==> src/rtl/operand_byte_loader_pkg.sv <==
// Shared definitions for the byte-serial operand loader: state encoding,
// frame length and the default inter-byte timeout.
package operand_loader_pkg;

    typedef enum logic [2:0] {
        A_HI = 3'd0,
        A_LO = 3'd1,
        B_HI = 3'd2,
        B_LO = 3'd3,
        HOLD = 3'd4
    } state_e;

    localparam int BYTES_PER_FRAME        = 4;
    localparam int DEFAULT_TIMEOUT_CYCLES = 255;

endpackage

==> src/rtl/operand_byte_loader_if.sv <==
// Byte input and operand-pair output bundle between the byte source,
// the loader and the downstream multiplier.
interface operand_byte_loader_if;

    logic [7:0]  byte_in;
    logic        byte_valid;
    logic [15:0] a;
    logic [15:0] b;
    logic        op_valid;
    logic        op_ready;

    modport master (
        output byte_in,
        output byte_valid,
        input  a,
        input  b,
        input  op_valid,
        output op_ready
    );

    modport slave (
        input  byte_in,
        input  byte_valid,
        output a,
        output b,
        input  op_ready,
        output op_valid
    );

endinterface

==> src/rtl/operand_byte_loader_idle_timer.sv <==
// Idle-cycle counter for a partially loaded frame; expired fires on the
// cycle whose count would reach TIMEOUT_CYCLES.
module idle_timer #(
    parameter int TIMEOUT_CYCLES = 255,
    parameter int TIMEOUT_W      = 8
) (
    input  logic clk,
    input  logic rst_n,
    input  logic ena,
    input  logic run,
    input  logic reload,
    output logic expired
);

    logic [TIMEOUT_W-1:0] count;

    // Reload takes priority so that an expiry restarts the count at zero.
    always_ff @(posedge clk) begin
        if (!rst_n) begin
            count <= '0;
        end else if (reload) begin
            count <= '0;
        end else if (ena && run) begin
            count <= count + TIMEOUT_W'(1);
        end
    end

    assign expired = ena && run && (count == TIMEOUT_W'(TIMEOUT_CYCLES - 1));

endmodule

==> src/rtl/operand_byte_loader.sv <==
// Assembles four big-endian bytes into 16-bit operands a and b and hands
// the pair to the multiplier over a valid/ready handshake.
module operand_byte_loader
    import operand_loader_pkg::*;
#(
    parameter int TIMEOUT_CYCLES = DEFAULT_TIMEOUT_CYCLES,
    parameter int TIMEOUT_W      = 8
) (
    input  logic                   clk,
    input  logic                   rst_n,
    input  logic                   ena,
    input  logic                   clear,
    operand_byte_loader_if.slave   bus,
    output logic                   busy,
    output logic                   timeout_err,
    output logic                   overrun_err,
    output logic [2:0]             state_dbg
);

    localparam logic [2:0] S_A_HI = A_HI;
    localparam logic [2:0] S_A_LO = A_LO;
    localparam logic [2:0] S_B_HI = B_HI;
    localparam logic [2:0] S_B_LO = B_LO;
    localparam logic [2:0] S_HOLD = HOLD;

    logic [2:0]  state;
    logic [15:0] a_q;
    logic [15:0] b_q;
    logic        op_valid_q;
    logic        is_load;
    logic        accept_load;
    logic        timer_run;
    logic        timer_reload;
    logic        expired;

    assign is_load      = state < 3'(BYTES_PER_FRAME);
    assign accept_load  = ena && !clear && bus.byte_valid && is_load;
    // Only the partially loaded states age; A_HI and HOLD wait forever.
    assign timer_run    = is_load && (state != S_A_HI) && !accept_load;
    assign timer_reload = clear || (ena && (!timer_run || expired));

    idle_timer #(
        .TIMEOUT_CYCLES (TIMEOUT_CYCLES),
        .TIMEOUT_W      (TIMEOUT_W)
    ) u_idle_timer (
        .clk     (clk),
        .rst_n   (rst_n),
        .ena     (ena),
        .run     (timer_run),
        .reload  (timer_reload),
        .expired (expired)
    );

    always_ff @(posedge clk) begin
        if (!rst_n) begin
            state       <= S_A_HI;
            a_q         <= '0;
            b_q         <= '0;
            op_valid_q  <= 1'b0;
            timeout_err <= 1'b0;
            overrun_err <= 1'b0;
        end else if (clear) begin
            state       <= S_A_HI;
            op_valid_q  <= 1'b0;
            timeout_err <= 1'b0;
            overrun_err <= 1'b0;
        end else if (ena) begin
            case (state)
                S_A_HI: begin
                    if (bus.byte_valid) begin
                        a_q[15:8] <= bus.byte_in;
                        state     <= S_A_LO;
                    end
                end
                S_A_LO: begin
                    if (bus.byte_valid) begin
                        a_q[7:0] <= bus.byte_in;
                        state    <= S_B_HI;
                    end else if (expired) begin
                        state       <= S_A_HI;
                        timeout_err <= 1'b1;
                    end
                end
                S_B_HI: begin
                    if (bus.byte_valid) begin
                        b_q[15:8] <= bus.byte_in;
                        state     <= S_B_LO;
                    end else if (expired) begin
                        state       <= S_A_HI;
                        timeout_err <= 1'b1;
                    end
                end
                S_B_LO: begin
                    if (bus.byte_valid) begin
                        b_q[7:0]   <= bus.byte_in;
                        state      <= S_HOLD;
                        op_valid_q <= 1'b1;
                    end else if (expired) begin
                        state       <= S_A_HI;
                        timeout_err <= 1'b1;
                    end
                end
                S_HOLD: begin
                    if (bus.op_ready) begin
                        op_valid_q <= 1'b0;
                        // A byte in the transfer cycle starts the next frame
                        // immediately, giving four cycles per pair.
                        if (bus.byte_valid) begin
                            a_q[15:8] <= bus.byte_in;
                            state     <= S_A_LO;
                        end else begin
                            state <= S_A_HI;
                        end
                    end else if (bus.byte_valid) begin
                        overrun_err <= 1'b1;
                    end
                end
                default: begin
                    state      <= S_A_HI;
                    op_valid_q <= 1'b0;
                end
            endcase
        end
    end

    assign bus.a        = a_q;
    assign bus.b        = b_q;
    assign bus.op_valid = op_valid_q;
    assign busy         = (state == S_A_LO) || (state == S_B_HI) || (state == S_B_LO);
    assign state_dbg    = state;

endmodule

==> src/flat_wrapper.sv <==
// flat-port wrapper written by rule: the top's interface ports become plain ports
module operand_byte_loader_flat import operand_loader_pkg::*;
#(
    parameter int TIMEOUT_CYCLES = DEFAULT_TIMEOUT_CYCLES,
    parameter int TIMEOUT_W      = 8
)
  (clk, rst_n, ena, clear, busy, timeout_err, overrun_err, state_dbg, bus_byte_in, bus_byte_valid, bus_a, bus_b, bus_op_ready, bus_op_valid);
  operand_byte_loader_if bus_i ();
  input  logic clk;
  input  logic rst_n;
  input  logic ena;
  input  logic clear;
  output logic busy;
  output logic timeout_err;
  output logic overrun_err;
  output logic [2:0] state_dbg;
  input wire logic [$bits(bus_i.byte_in)-1:0] bus_byte_in;
  input wire logic [$bits(bus_i.byte_valid)-1:0] bus_byte_valid;
  output wire logic [$bits(bus_i.a)-1:0] bus_a;
  output wire logic [$bits(bus_i.b)-1:0] bus_b;
  input wire logic [$bits(bus_i.op_ready)-1:0] bus_op_ready;
  output wire logic [$bits(bus_i.op_valid)-1:0] bus_op_valid;
  assign bus_i.byte_in = bus_byte_in;
  assign bus_i.byte_valid = bus_byte_valid;
  assign bus_a = bus_i.a;
  assign bus_b = bus_i.b;
  assign bus_i.op_ready = bus_op_ready;
  assign bus_op_valid = bus_i.op_valid;
  operand_byte_loader #(.TIMEOUT_CYCLES(TIMEOUT_CYCLES), .TIMEOUT_W(TIMEOUT_W)) u_core (.clk(clk), .rst_n(rst_n), .ena(ena), .clear(clear), .bus(bus_i), .busy(busy), .timeout_err(timeout_err), .overrun_err(overrun_err), .state_dbg(state_dbg));
endmodule
==> config.mk <==
export PLATFORM = sky130hd
export DESIGN_NAME = operand_byte_loader_flat
export DESIGN_NICKNAME = d
export VERILOG_FILES = /design/src/rtl/operand_byte_loader_pkg.sv /design/src/rtl/operand_byte_loader_if.sv /design/src/rtl/operand_byte_loader_idle_timer.sv /design/src/rtl/operand_byte_loader.sv /design/src/flat_wrapper.sv
export SDC_FILE = /design/constraint.sdc
export NUM_CORES = 1
export LEC_CHECK = 0
export ABC_AREA = 1
export CAP_MARGIN = 25
export CORE_MARGIN = 5
export CORE_UTILIZATION = 35
export CTS_BUF_LIST = sky130_fd_sc_hd__clkbuf_16
export DETAILED_ROUTE_END_ITERATION = 6
export GPL_ROUTABILITY_DRIVEN = 0
export GPL_TIMING_DRIVEN = 0
export PLACE_DENSITY = 0.68
export SETUP_SLACK_MARGIN = 0.05
export SKIP_LAST_GASP = 1
export SYNTH_ARGS = -nofsm -noshare
export SYNTH_HDL_FRONTEND = slang
export SYNTH_HIERARCHICAL = 1
export SYNTH_SLANG_ARGS = --single-unit
==> constraint.sdc <==
create_clock -name clk -period 2.29 [get_ports clk]
set_input_delay 0.5725 -clock clk [delete_from_list [all_inputs] [get_ports clk]]
set_output_delay 0.5725 -clock clk [all_outputs]
set_load 0.05 [all_outputs]
Word level (Yosys, flattened, before mapping)

Cells that the tools add are included.

Input bits: 14
Word-level logic and storage cells: 68
Output and inout port bits: 39
RAM bits: 0
Flip-flop bits (word level): 46
Memory bits (read-only): 0
Latch bits: 0
Memories kept: 0

$add $sub $neg: 1
$lt $le $gt $ge: 1
Multiplexer cells: 14
Shift-type cells: 0
Reduce and logical (&&, ||, !) cells: 30
Div/mod/pow operators: 0
Multiply operators: 0
Bitwise gates (word level): 5
Eq/ne operators: 8

Operators with widths:

| operator                                                        | number |
|---|---|
| 4-bit AND reduction                                             | 7 |
| 3-bit two-way mux                                               | 6 |
| 8-bit two-way mux                                               | 2 |
| 8-bit one-hot mux with 2 select lines                           | 1 |
| 3-bit one-hot mux with 5 select lines                           | 1 |
| 8-bit by 1-bit adder with 8-bit output, second input constant   | 1 |
| 8-bit == test, second input constant                            | 1 |
| 1-bit logical AND                                               | 8 |
| 3-bit by 2-bit == test with 1-bit output, second input constant | 2 |
| 2-bit != test, second input constant                            | 3 |
| 3-bit OR reduction                                              | 2 |
| 1-bit NOT                                                       | 5 |
| 1-bit logical OR                                                | 4 |
| 2-bit OR reduction                                              | 2 |
| 3-bit by 1-bit == test with 1-bit output, second input constant | 1 |
| 3-bit == test, second input constant                            | 1 |
| 1-bit logical NOT                                               | 3 |
| 3-bit logical NOT                                               | 1 |
| 3-bit less-than comparator, second input constant               | 1 |
| 1-bit two-way mux                                               | 3 |
| 1-bit one-hot mux with 3 select lines                           | 1 |
| 3-bit AND reduction                                             | 1 |
| 3-bit nonzero test                                              | 1 |
| 2-bit nonzero test                                              | 1 |

Longest topological paths before layout

Gate-level depths: netlist of the first run.

Depth in word-level cells: 12
Depth in mapped cells: 14
Mapped depth without buffers: 13

By module

Netlist of the first run, hierarchy kept.

Modules (own cells, without submodules):

| module              | area an instance (sq um) | times used | seq. area each (sq um) | cells an instance |
|---|---|---|---|---|
| operand_byte_loader | 1581.5                   | 1          | 760.7                  | 204 |
| idle_timer          | 414.1                    | 1          | 160.2                  | 58 |

Least setup slack after synthesis of the first run

Ideal clock, no wire load.

Path kind: reg2reg
Start point: register u_core.state[0] (netlist: u_core/state_dbg[0])
End point: register u_core.u_idle_timer.count[4]
Buffers on the path: 1
Period minus slack after synthesis: 3.253 ns
Data arrival time: 3.131 ns
Path slack: -0.963 ns
Stages on the path, launching flop included: 13
Required time: 2.168 ns
Setup time: 0.122 ns
Cells stage by stage: dfxtp_1 > buf_2 > nor2_4 > nor2_1 > inv_1 > nor2_1 > nand2_1 > nor4_1 > nor3_1 > o21ai_1 > nor2_4 > o21ai_1 > a21oi_1

Cells in the longest elaborated chain, start to end: 10
Elaborated cells between the ends (all ways): 13
Those cells by class: 1 x order compare; 12 x reduce/logical

Ends and longest elaborated chain:

| what                             | line                                 | RTL |
|---|---|---|
| start, declared                  | operand_byte_loader.sv:26            | `logic [2:0] state;` |
| start signal, assigned           | operand_byte_loader.sv:56            | `state <= S_A_HI;` |
| start signal, assigned           | operand_byte_loader.sv:63            | `state <= S_A_HI;` |
| start signal, assigned           | operand_byte_loader.sv:72            | `state <= S_A_LO;` |
| 3-bit less-than comparator       | operand_byte_loader.sv:36            | `assign is_load = state < 3'(BYTES_PER_FRAME);` |
| 1-bit logical AND                | operand_byte_loader.sv:37            | `assign accept_load = ena && !clear && bus.byte_valid && is_load;` |
| 1-bit logical NOT                | operand_byte_loader.sv:39            | `assign timer_run = is_load && (state != S_A_HI) && !accept_load;` |
| 1-bit logical AND *              | operand_byte_loader.sv:39            |  |
| named net u_core.timer_run       | operand_byte_loader.sv:32            | `logic timer_run;` |
| 1-bit logical AND * (2 in a row) | operand_byte_loader_idle_timer.sv:28 | `assign expired = ena && run && (count == TIMEOUT_W'(TIMEOUT_CYCLES - 1));` |
| named net u_core.expired         | operand_byte_loader.sv:34            | `logic expired;` |
| 1-bit logical OR *               | operand_byte_loader.sv:40            | `assign timer_reload = clear \|\| (ena && (!timer_run \|\| expired));` |
| 1-bit logical AND *              | operand_byte_loader.sv:40            |  |
| 1-bit logical OR *               | operand_byte_loader.sv:40            |  |
| named net u_core.timer_reload    | operand_byte_loader.sv:33            | `logic timer_reload;` |
| 2-bit OR reduction (no line) *   | -                                    |  |
| end signal, assigned             | operand_byte_loader_idle_timer.sv:24 | `count <= count + TIMEOUT_W'(1);` |
| end, declared                    | operand_byte_loader_idle_timer.sv:15 | `logic [TIMEOUT_W-1:0] count;` |

Mark *: on every way through the listed nets, which the timed path passes. The rest lies on a longest branch.
A chain may end at the register's enable or synchronous reset.

Final worst setup path of the first run

Start point: input bus_byte_valid
End point: register u_core.u_idle_timer.count[4]

Cells in the longest elaborated chain, start to end: 10
Elaborated cells between the ends (all ways): 11
Those cells by class: 11 x reduce/logical

Ends and longest elaborated chain:

| what                           | line                                 | RTL |
|---|---|---|
| start, declared                | flat_wrapper.sv:18                   | `input wire logic [$bits(bus_i.byte_valid)-1:0] bus_byte_valid;` |
| 1-bit logical AND (2 in a row) | operand_byte_loader.sv:37            |  |
| 1-bit logical NOT              | operand_byte_loader.sv:39            |  |
| 1-bit logical AND              | operand_byte_loader.sv:39            |  |
| named net u_core.timer_run     | operand_byte_loader.sv:32            |  |
| 1-bit logical AND (2 in a row) | operand_byte_loader_idle_timer.sv:28 |  |
| named net u_core.expired       | operand_byte_loader.sv:34            |  |
| 1-bit logical OR               | operand_byte_loader.sv:40            |  |
| 1-bit logical AND              | operand_byte_loader.sv:40            |  |
| 1-bit logical OR               | operand_byte_loader.sv:40            |  |
| named net u_core.timer_reload  | operand_byte_loader.sv:33            |  |
| 2-bit OR reduction (no line)   | -                                    |  |

The timed path passes the listed nets, and every way through them passes these cells.

==> results.cfg, run 1 <==
[clocking]
clk_latency_ns = 0.28
cts.sinks = 46
clk_pin_slew_ns = 0.06
htree_levels = 2
ctsLongestPathBuffers = 2
cts-root-buf = clkbuf_16
cts_tree = built
cts_buffers = 5
hold_buffers = 0

[hold_path]
hold_path_end = u_core/timeout_err
min-delay-start = u_core/timeout_err
holdPathStages = 2
hold_class = reg -> reg

[timing]
period_needed_ns = 2.11
period_share_pct = 92.3
finalHoldViolCount = 0
fmax_mhz = 473
maxSlewViolCount = 0
whs_ns = 0.468
fin_setup_tns_ns = 0
slew_headroom_pct = 63.9
setup_viol = 0
rsz0062_at_grt = no
finClkSkew_ns = 0.00379
tightest_slew_ns = 0.541

[setup_path]
crit_fanout = 8
path_cells = dlygate4sd2_1 -> nand2_4 -> nor2_8 -> nor2_2 -> nand2_1 -> nor4_4 -> nor3_1 -> o21ai_2 -> nor2_4 -> o21ai_1 -> a21oi_1
reg2reg_from = u_core/state_dbg[0]
cp_slowest_cell = dlygate4sd2_1
r2r_end = u_core/u_idle_timer/count[4]
r2r_slack_ns = 0.28
crit_family = simple AND/OR/NAND/NOR gates
startpoint = bus_byte_valid
worstRegToRegCells = 12
worstPathRequired_ns = 2.50
crit_type = in -> reg
endpoint_kind = flip-flop
cp-start-kind = primary input
crit_arrival_ns = 2.33
crit_buf_inv = 1
worst_path_largest_cell_delay_ns = 0.38

[synth]
yosysTopAreaCell = dfxtp_1
synth_edf_count = 0
synth_top_family_by_area = simple AND/OR/NAND/NOR gates
synth_seq_cells = 46
yosysMostFrequentCell = nor2_1
yosysSeqAreaShare_pct = 46.1
synth_xor_area_share_pct = 0
synth_compound_area_share_pct = 15.7
synth_cells = 262
synth-adder-area-share_pct = 1.25
synth_area_leaders = dfxtp_1, nor2_1, o21ai_1
ys_async_sr_fraction_pct = 0
yosysTopAreaCellShare_pct = 46.1
synth_cell_type_count = 24
syn_area_sq_um = 2000
syn_avg_cell_area_sq_um = 7.62
yosys-top-cells-count = nor2_1, dfxtp_1, o21ai_1, nand2_1, a21oi_1
synthesis.nets = 278
synthSimpleGateAreaFrac_pct = 29.0
yosys_most_used_dff = dfxtp_1
synth_warnings = 6
synth.area.mux_share_pct = 0

[global_route]
grt_overflow = 0
grt_usage_pct = 13.6
antenna_found_initial = 0
grt_first_pass_wirelength_um = 7860
grt_pass1_vias = 1686
grt_start_max_net_pins = 16

[floorplanning]
start_util_pct = 36.0
io_pins = 53
die_area_sq_um = 7310
rows = 27
fp.dieW_um = 85.5
die_h_um = 85.5
coreArea_sq_um = 5540

[routing]
via_per_inst = 4.73
top_layer = met4
wl_per_cell_um = 12.6
drt-initial-drc-count = 66
routed_wl_um = 4990
antenna_left = 0
wl_met1_um = 2380
wl_met3_um = 324
drc = 0
vias = 1869
dr_wl_met2_um = 2210
drtPass1Iterations = 4

[final_layout]
drive_gt1_share_pct = 13.9
nets = 338
final_cell_area_sq_um = 2800
num_antenna_cells = 0
area_delta_synth_final_pct = 40.2

[power]
power_density_nw_per_um2 = 604
finalPower_mw = 1.69
leakage_nw = 1.08
vdd_drop_max_mv = 0.362

[placement]
dp_hpwl_um = 3700
place_area_sq_um = 2650
io_buffers = 52

[flow_run]
maxCapViolations = 0

[status]
status = complete, no violations
[worst max path at each step]
stage,to,slack (ns),cells past startpoint
final,u_core/u_idle_timer/count[4],0.18,11
after CTS,u_core/u_idle_timer/count[4],0.12,11
after floorplan,u_core/u_idle_timer/count[4],0.10,12
after global placement,u_core/u_idle_timer/count[4],-0.48,11
after detailed placement,u_core/u_idle_timer/count[4],-0.51,11
after global routing,u_core/u_idle_timer/count[4],0.11,11
[sequential cells by signal, summed over array words and instances (netlist names)]
name / cells
u_core/bus.a: 16
u_core/bus.b: 16
u_core/bus.op_valid: 1
u_core/overrun_err: 1
u_core/state_dbg: 3
u_core/timeout_err: 1
u_core/u_idle_timer/count: 8
[layer usage]
layer | track usage, % | up-vias
met4 | 5.18 | 0
li1 | - | 974
met5 | 0 | -
met1 | 17.2 | 834
met3 | 4.23 | 5
met2 | 21.6 | 56
[report_power, final]
group	internal (mW)	switching [mW]	leakage, nW	total [mW]
logic	0.0579	0.108	0.636	0.166
registers	0.808	0.00546	0.373	0.813
clock network	0.404	0.308	0.0698	0.712
total	1.27	0.421	1.08	1.69
[worst register-to-register path: cells and delay by family, from the launching register on]
kind | cells | cell delay (ns)
buf+inv | 2 | 0.21
simple gates | 7 | 0.96
compound gates | 3 | 0.39
flops | 1 | 0.35
[area by class of cell]
class                           count  area [sq um]
Clock buffer                        5           125
Timing Repair Buffer               53           518
Clock inverter                      3          21.3
Inverter                           27           101
Sequential cell                    46           928
Buffer                              8          63.8
Fill cell                         553          2740
Tap cell                           72          90.1
Multi-Input combinational cell    181           950
[kinds of logic (layout without fill, tap and decap cells)]
kind of cell	count (synthesis)	after routing
AND/OR/NAND/NOR	117	117
AO/OA/AOI/OAI	62	62
flip-flops	46	46
buffers and inverters	35	96
adder cells (fa/ha/maj)	2	2
[layout by cell type, fill, tap and decap left out, types with 2 or more instances in the layout]
cell,Yosys,final
buf_6,3,4
clkdlybuf4s50_1,0,47
inv_1,21,21
nand3_2,3,3
nand4_1,2,2
ha_1,2,2
o21ai_0,7,7
dfxtp_1,46,44
buf_4,1,2
o21ai_1,30,29
clkbuf_1,3,3
a21oi_1,24,24
inv_2,6,6
nor2_1,53,51
dlygate4sd2_1,0,4
dfxtp_4,0,2
nor3_1,9,9
nand2_2,4,3
nand3_1,7,7
nor2_2,3,4
nor2_4,6,7
nand2_1,27,27
clkbuf_16,0,5
[through the flow]
stage / util, % / setup slack (ns) / cells
global placement: 47.7 / -0.478 / 386
floorplan: - / 0.102 / 262
CTS: 50.5 / 0.122 / 395
detailed placement: 47.7 / -0.505 / 386
global route: 50.5 / 0.106 / 395
finish: 50.5 / 0.176 / 395
[repair_timing]
action | CTS | global route
gates resized for setup | 6 | 3
setup buffers | 1 | 0
pin swaps | 2 | 1
endpoints found under the setup margin | 12 | 3
No activity file was read; power rests on OpenSTA's default activity.
==> inputs of run 2 (changes only) <==
--- a/config.mk
+++ b/config.mk
@@ -9,7 +9,7 @@
 export CAP_MARGIN = 25
 export CORE_MARGIN = 5
 export CORE_UTILIZATION = 35
-export CTS_BUF_LIST = sky130_fd_sc_hd__clkbuf_16
+export CTS_CLUSTER_DIAMETER = 30
 export DETAILED_ROUTE_END_ITERATION = 6
 export GPL_ROUTABILITY_DRIVEN = 0
 export GPL_TIMING_DRIVEN = 0
==> results.cfg, run 2 (synthesis gave the netlist of run 1 again) <==
[setup_path]
endpoint_kind = output pin
endpoint = busy
crit_buf_inv = 2
worst_path_largest_cell_delay_ns = 0.55
crit_family = buffers and inverters
r2r_slack_ns = 0.28
crit_fanout = 8
crit_type = reg -> out
crit_arrival_ns = 1.54
path_cells = buf_6 -> nor2_4 -> nor2_4 -> dlygate4sd2_1
reg2reg_from = u_core/state_dbg[0]
cp-start-kind = flip-flop
crit_cells = 4
crit_path_frequent_cell = nor2_4
cp_slowest_cell = dlygate4sd2_1
worstPathRequired_ns = 1.72
startpoint = u_core/state_dbg[0]
r2r_end = u_core/u_idle_timer/count[4]
worstRegToRegCells = 12

[routing]
wl_met3_um = 293
vias = 1866
drt-initial-drc-count = 96
via_per_inst = 4.72
dr_wl_met2_um = 2240
top_layer = met4
wl_met1_um = 2350
routed_wl_um = 4930
drtPass1Iterations = 5
drc = 0
wl_per_cell_um = 12.5
antenna_left = 0

[floorplanning]
fp.dieW_um = 85.5
die_area_sq_um = 7310
die_h_um = 85.5
io_pins = 53
start_util_pct = 36.0
coreArea_sq_um = 5540
rows = 27

[placement]
dp_cells = 386
pre_cts_slack_ns = -0.505
io_buffers = 52
dp_hpwl_um = 3700
place_area_sq_um = 2650

[power]
finalPower_mw = 1.48
combPwrFrac_pct = 11.2
p_seq_share_pct = 54.9
leakage_nw = 1.05
pwr-share-clk_pct = 33.9
power.switching_uw = 399
switching_share_pct = 27.0
intPower_mw = 1.08
vdd_drop_max_mv = 0.233
power_density_nw_per_um2 = 539

[clocking]
cts.sinks = 46
cts-root-buf = clkbuf_8
hold_buffers = 0
cts_tree = built
clk_pin_slew_ns = 0.09
htree_levels = 2
cts_buffers = 5
ctsLongestPathBuffers = 2
clk_latency_ns = 0.30

[timing]
period_needed_ns = 2.11
setup_viol = 0
finClkSkew_ns = 0.00454
finalHoldViolCount = 0
slew_headroom_pct = 63.9
tightest_slew_ns = 0.539
maxSlewViolCount = 0
finalWorstSetupSlack_ns = 0.175
whs_ns = 0.471
fmax_mhz = 473
fin_setup_tns_ns = 0
period_share_pct = 92.3
rsz0062_at_grt = no

[status]
status = complete, no violations

[final_layout]
area_delta_synth_final_pct = 37.4
nets = 338
drive_gt1_share_pct = 13.9
final_cell_area_sq_um = 2740
final_cell_mix = nor2_1, clkdlybuf4s50_1, dfxtp_1
layoutNonFillerInstCount = 395
post-route-util_pct = 49.5
final_common_cell = nor2_1
num_antenna_cells = 0

[global_route]
grt_pass1_vias = 1685
grt_overflow = 0
antenna_found_initial = 0
grt_usage_pct = 13.3
grt_first_pass_wirelength_um = 7850
grt_start_max_net_pins = 16

[flow_run]
maxCapViolations = 0

[hold_path]
hold_class = reg -> reg
[run 2: cell counts in the layout (fill, tap and decap cells not counted)]
No cell type changed its count.
[run 2: tightest hold or removal path, stage by stage, from the launching register on]
cell and delay (ns):
dfxtp_1 0.32, inv_1 0.05, a21oi_1 0.06
[run 2: final cells by class]
| class | count | area (sq um) |
|---|---|---|
| fill | 557 | 2800 |
| multi-input combinational | 181 | 950 |
| sequential | 46 | 928 |
| timing repair buffer | 53 | 518 |
| inverter | 27 | 101 |
| tap | 72 | 90.1 |
| clock buffer | 5 | 68.8 |
| buffer | 8 | 63.8 |
| clock inverter | 3 | 21.3 |
[run 2: how the worst min path moves through the flow]
stage,from,cells past startpoint,slack (ns),end
global placement,u_core/timeout_err,2,0.46,u_core/timeout_err
finish,u_core/timeout_err,2,0.47,u_core/timeout_err
global route,u_core/timeout_err,2,0.50,u_core/timeout_err
detailed placement,u_core/timeout_err,2,0.45,u_core/timeout_err
CTS,u_core/timeout_err,2,0.47,u_core/timeout_err
floorplan,u_core/u_idle_timer/count[6],2,0.46,u_core/u_idle_timer/count[6]
[run 2: power groups by stage]
| stage | sequential (mW) | clock, mW | combinational, mW |
|---|---|---|---|
| after floorplan | 0.864 | 0 | 0.0641 |
| after global placement | 0.831 | 0 | 0.165 |
| after detailed placement | 0.831 | 0 | 0.165 |
| after CTS | 0.813 | 0.520 | 0.165 |
| after global routing | 0.814 | 0.553 | 0.176 |
| final | 0.812 | 0.501 | 0.165 |
[run 2: repair_timing]
action / CTS / global route
cloned: 0 / 0
setup endpoints to repair: 12 / 2
resized for setup: 6 / 3
pin swaps: 2 / 1
setup buffers: 1 / 0
[run 2: metal layers]
layer	track usage (%)	vias to the layer above
li1	-	971
met1	17.4	834
met4	4.75	0
met5	0	-
met3	3.07	5
met2	21.4	56
==> inputs of run 3 (changes only) <==
--- a/config.mk
+++ b/config.mk
@@ -13,7 +13,7 @@
 export DETAILED_ROUTE_END_ITERATION = 6
 export GPL_ROUTABILITY_DRIVEN = 0
 export GPL_TIMING_DRIVEN = 0
-export PLACE_DENSITY = 0.68
+export PLACE_DENSITY = 0.65
 export SETUP_SLACK_MARGIN = 0.05
 export SKIP_LAST_GASP = 1
 export SYNTH_ARGS = -nofsm -noshare
==> results.cfg, run 3 (synthesis gave the netlist of run 1 again) <==
[routing]
routed_wl_um = 4850
drc = 0
drt-initial-drc-count = 60
via_per_inst = 4.66
drtPass1Iterations = 4
vias = 1845
wl_per_cell_um = 12.2
antenna_left = 0

[setup_path]
worstPathRequired_ns = 2.46
cp_slowest_cell = dlygate4sd2_1
path_cells = dlygate4sd2_1 -> nand2_2 -> nor2_8 -> nor2_2 -> nand2_2 -> nor4_4 -> nor3_1 -> o21ai_1 -> nor2_4 -> o21ai_1 -> a21oi_1
cp-start-kind = primary input
worst_path_largest_cell_delay_ns = 0.31
endpoint_kind = flip-flop
crit_arrival_ns = 2.26
crit_type = in -> reg
crit_fanout = 8

[final_layout]
num_antenna_cells = 0
nets = 340
final_cell_mix = nor2_1, clkdlybuf4s50_1, dfxtp_1
layoutNonFillerInstCount = 396
drive_gt1_share_pct = 14.2
area_delta_synth_final_pct = 37.4
final_cell_area_sq_um = 2740
final_common_cell = nor2_1

[floorplanning]
die_h_um = 85.5
io_pins = 53
die_area_sq_um = 7310
rows = 27
coreArea_sq_um = 5540
fp.dieW_um = 85.5
start_util_pct = 36.0

[timing]
finClkSkew_ns = 0.00595
fmax_mhz = 478
period_share_pct = 91.3
tightest_slew_ns = 0.526
rsz0062_at_grt = no
maxSlewViolCount = 0
finalHoldViolCount = 0
period_needed_ns = 2.09
setup_viol = 0
slew_headroom_pct = 64.8

[power]
vdd_drop_max_mv = 0.374
power_density_nw_per_um2 = 526
leakage_nw = 1.06

[clocking]
ctsLongestPathBuffers = 2
hold_buffers = 0
cts.sinks = 46
clk_latency_ns = 0.29
htree_levels = 2
cts_buffers = 5
clk_pin_slew_ns = 0.08
cts-root-buf = clkbuf_8
cts_tree = built

[global_route]
grt_overflow = 0
grt_usage_pct = 13.6
antenna_found_initial = 0
grt_pass1_vias = 1768
grt_first_pass_wirelength_um = 8140
grt_start_max_net_pins = 14

[placement]
dp_cells = 386
dp_hpwl_um = 3690
io_buffers = 52
place_area_sq_um = 2650

[flow_run]
maxCapViolations = 0

[status]
status = complete, no violations

[hold_path]
hold_class = reg -> reg
run 3: layout make-up:
class	count	area, sq um
multi-input combinational	181	943
sequential	46	928
clock inverter	2	10.0
tap	72	90.1
clock buffer	5	68.8
buffer	8	63.8
fill	547	2800
inverter	27	101
timing repair buffer	55	537
run 3: per-layer routing:
layer	wire length, um	vias up	share of wire, %	GRT usage (%)
met5	0	-	0	0
met4	25	0	0.52	3.45
met3	312	2	6.4	4.51
met2	2120	51	44	22.4
met1	2390	818	49	17.3
li1	-	974	-	-
run 3: critical path: cells and delay by family:
| kind | cells | cell delay, ns |
|---|---|---|
| simple gates | 7 | 0.95 |
| compound gates | 3 | 0.42 |
| buf+inv | 1 | 0.31 |
run 3: final timing paths:
| check | to | slack [ns] | from | cells past startpoint |
|---|---|---|---|---|
| setup / recovery | u_core/u_idle_timer/count[4] | 0.20 | bus_byte_valid | 11 |
| hold / removal | u_core/timeout_err | 0.47 | u_core/timeout_err | 2 |
| setup reg to reg | u_core/u_idle_timer/count[4] | 0.30 | u_core/state_dbg[0] | 12 |
| hold reg to reg | u_core/timeout_err | 0.47 | u_core/timeout_err | 2 |
run 3: what timing repair did:
item | CTS | global route
buffers inserted | 2 | 1
endpoints found under the setup margin | 12 | 10
pin swaps | 3 | 2
gates resized for setup | 4 | 4
run 3: stage by stage:
stage	setup TNS (ns)	hold WS, ns	utilization [%]	power [mW]	worst slack (ns)
5_1_grt	0	0.496	49.5	1.52	0.0352
2_1_floorplan	0	0.459	-	0.928	0.102
6_report	0	0.468	49.5	1.44	0.199
3_3_place_gp	-4.06	0.454	47.7	0.996	-0.487
4_1_cts	0	0.468	49.3	1.46	0.0103
3_5_place_dp	-4.11	0.445	47.7	0.997	-0.501
run 3: power breakdown:
part | switching [mW] | internal [mW]
combinational | 0.107 | 0.0599
sequential | 0.00573 | 0.807
clock | 0.258 | 0.205
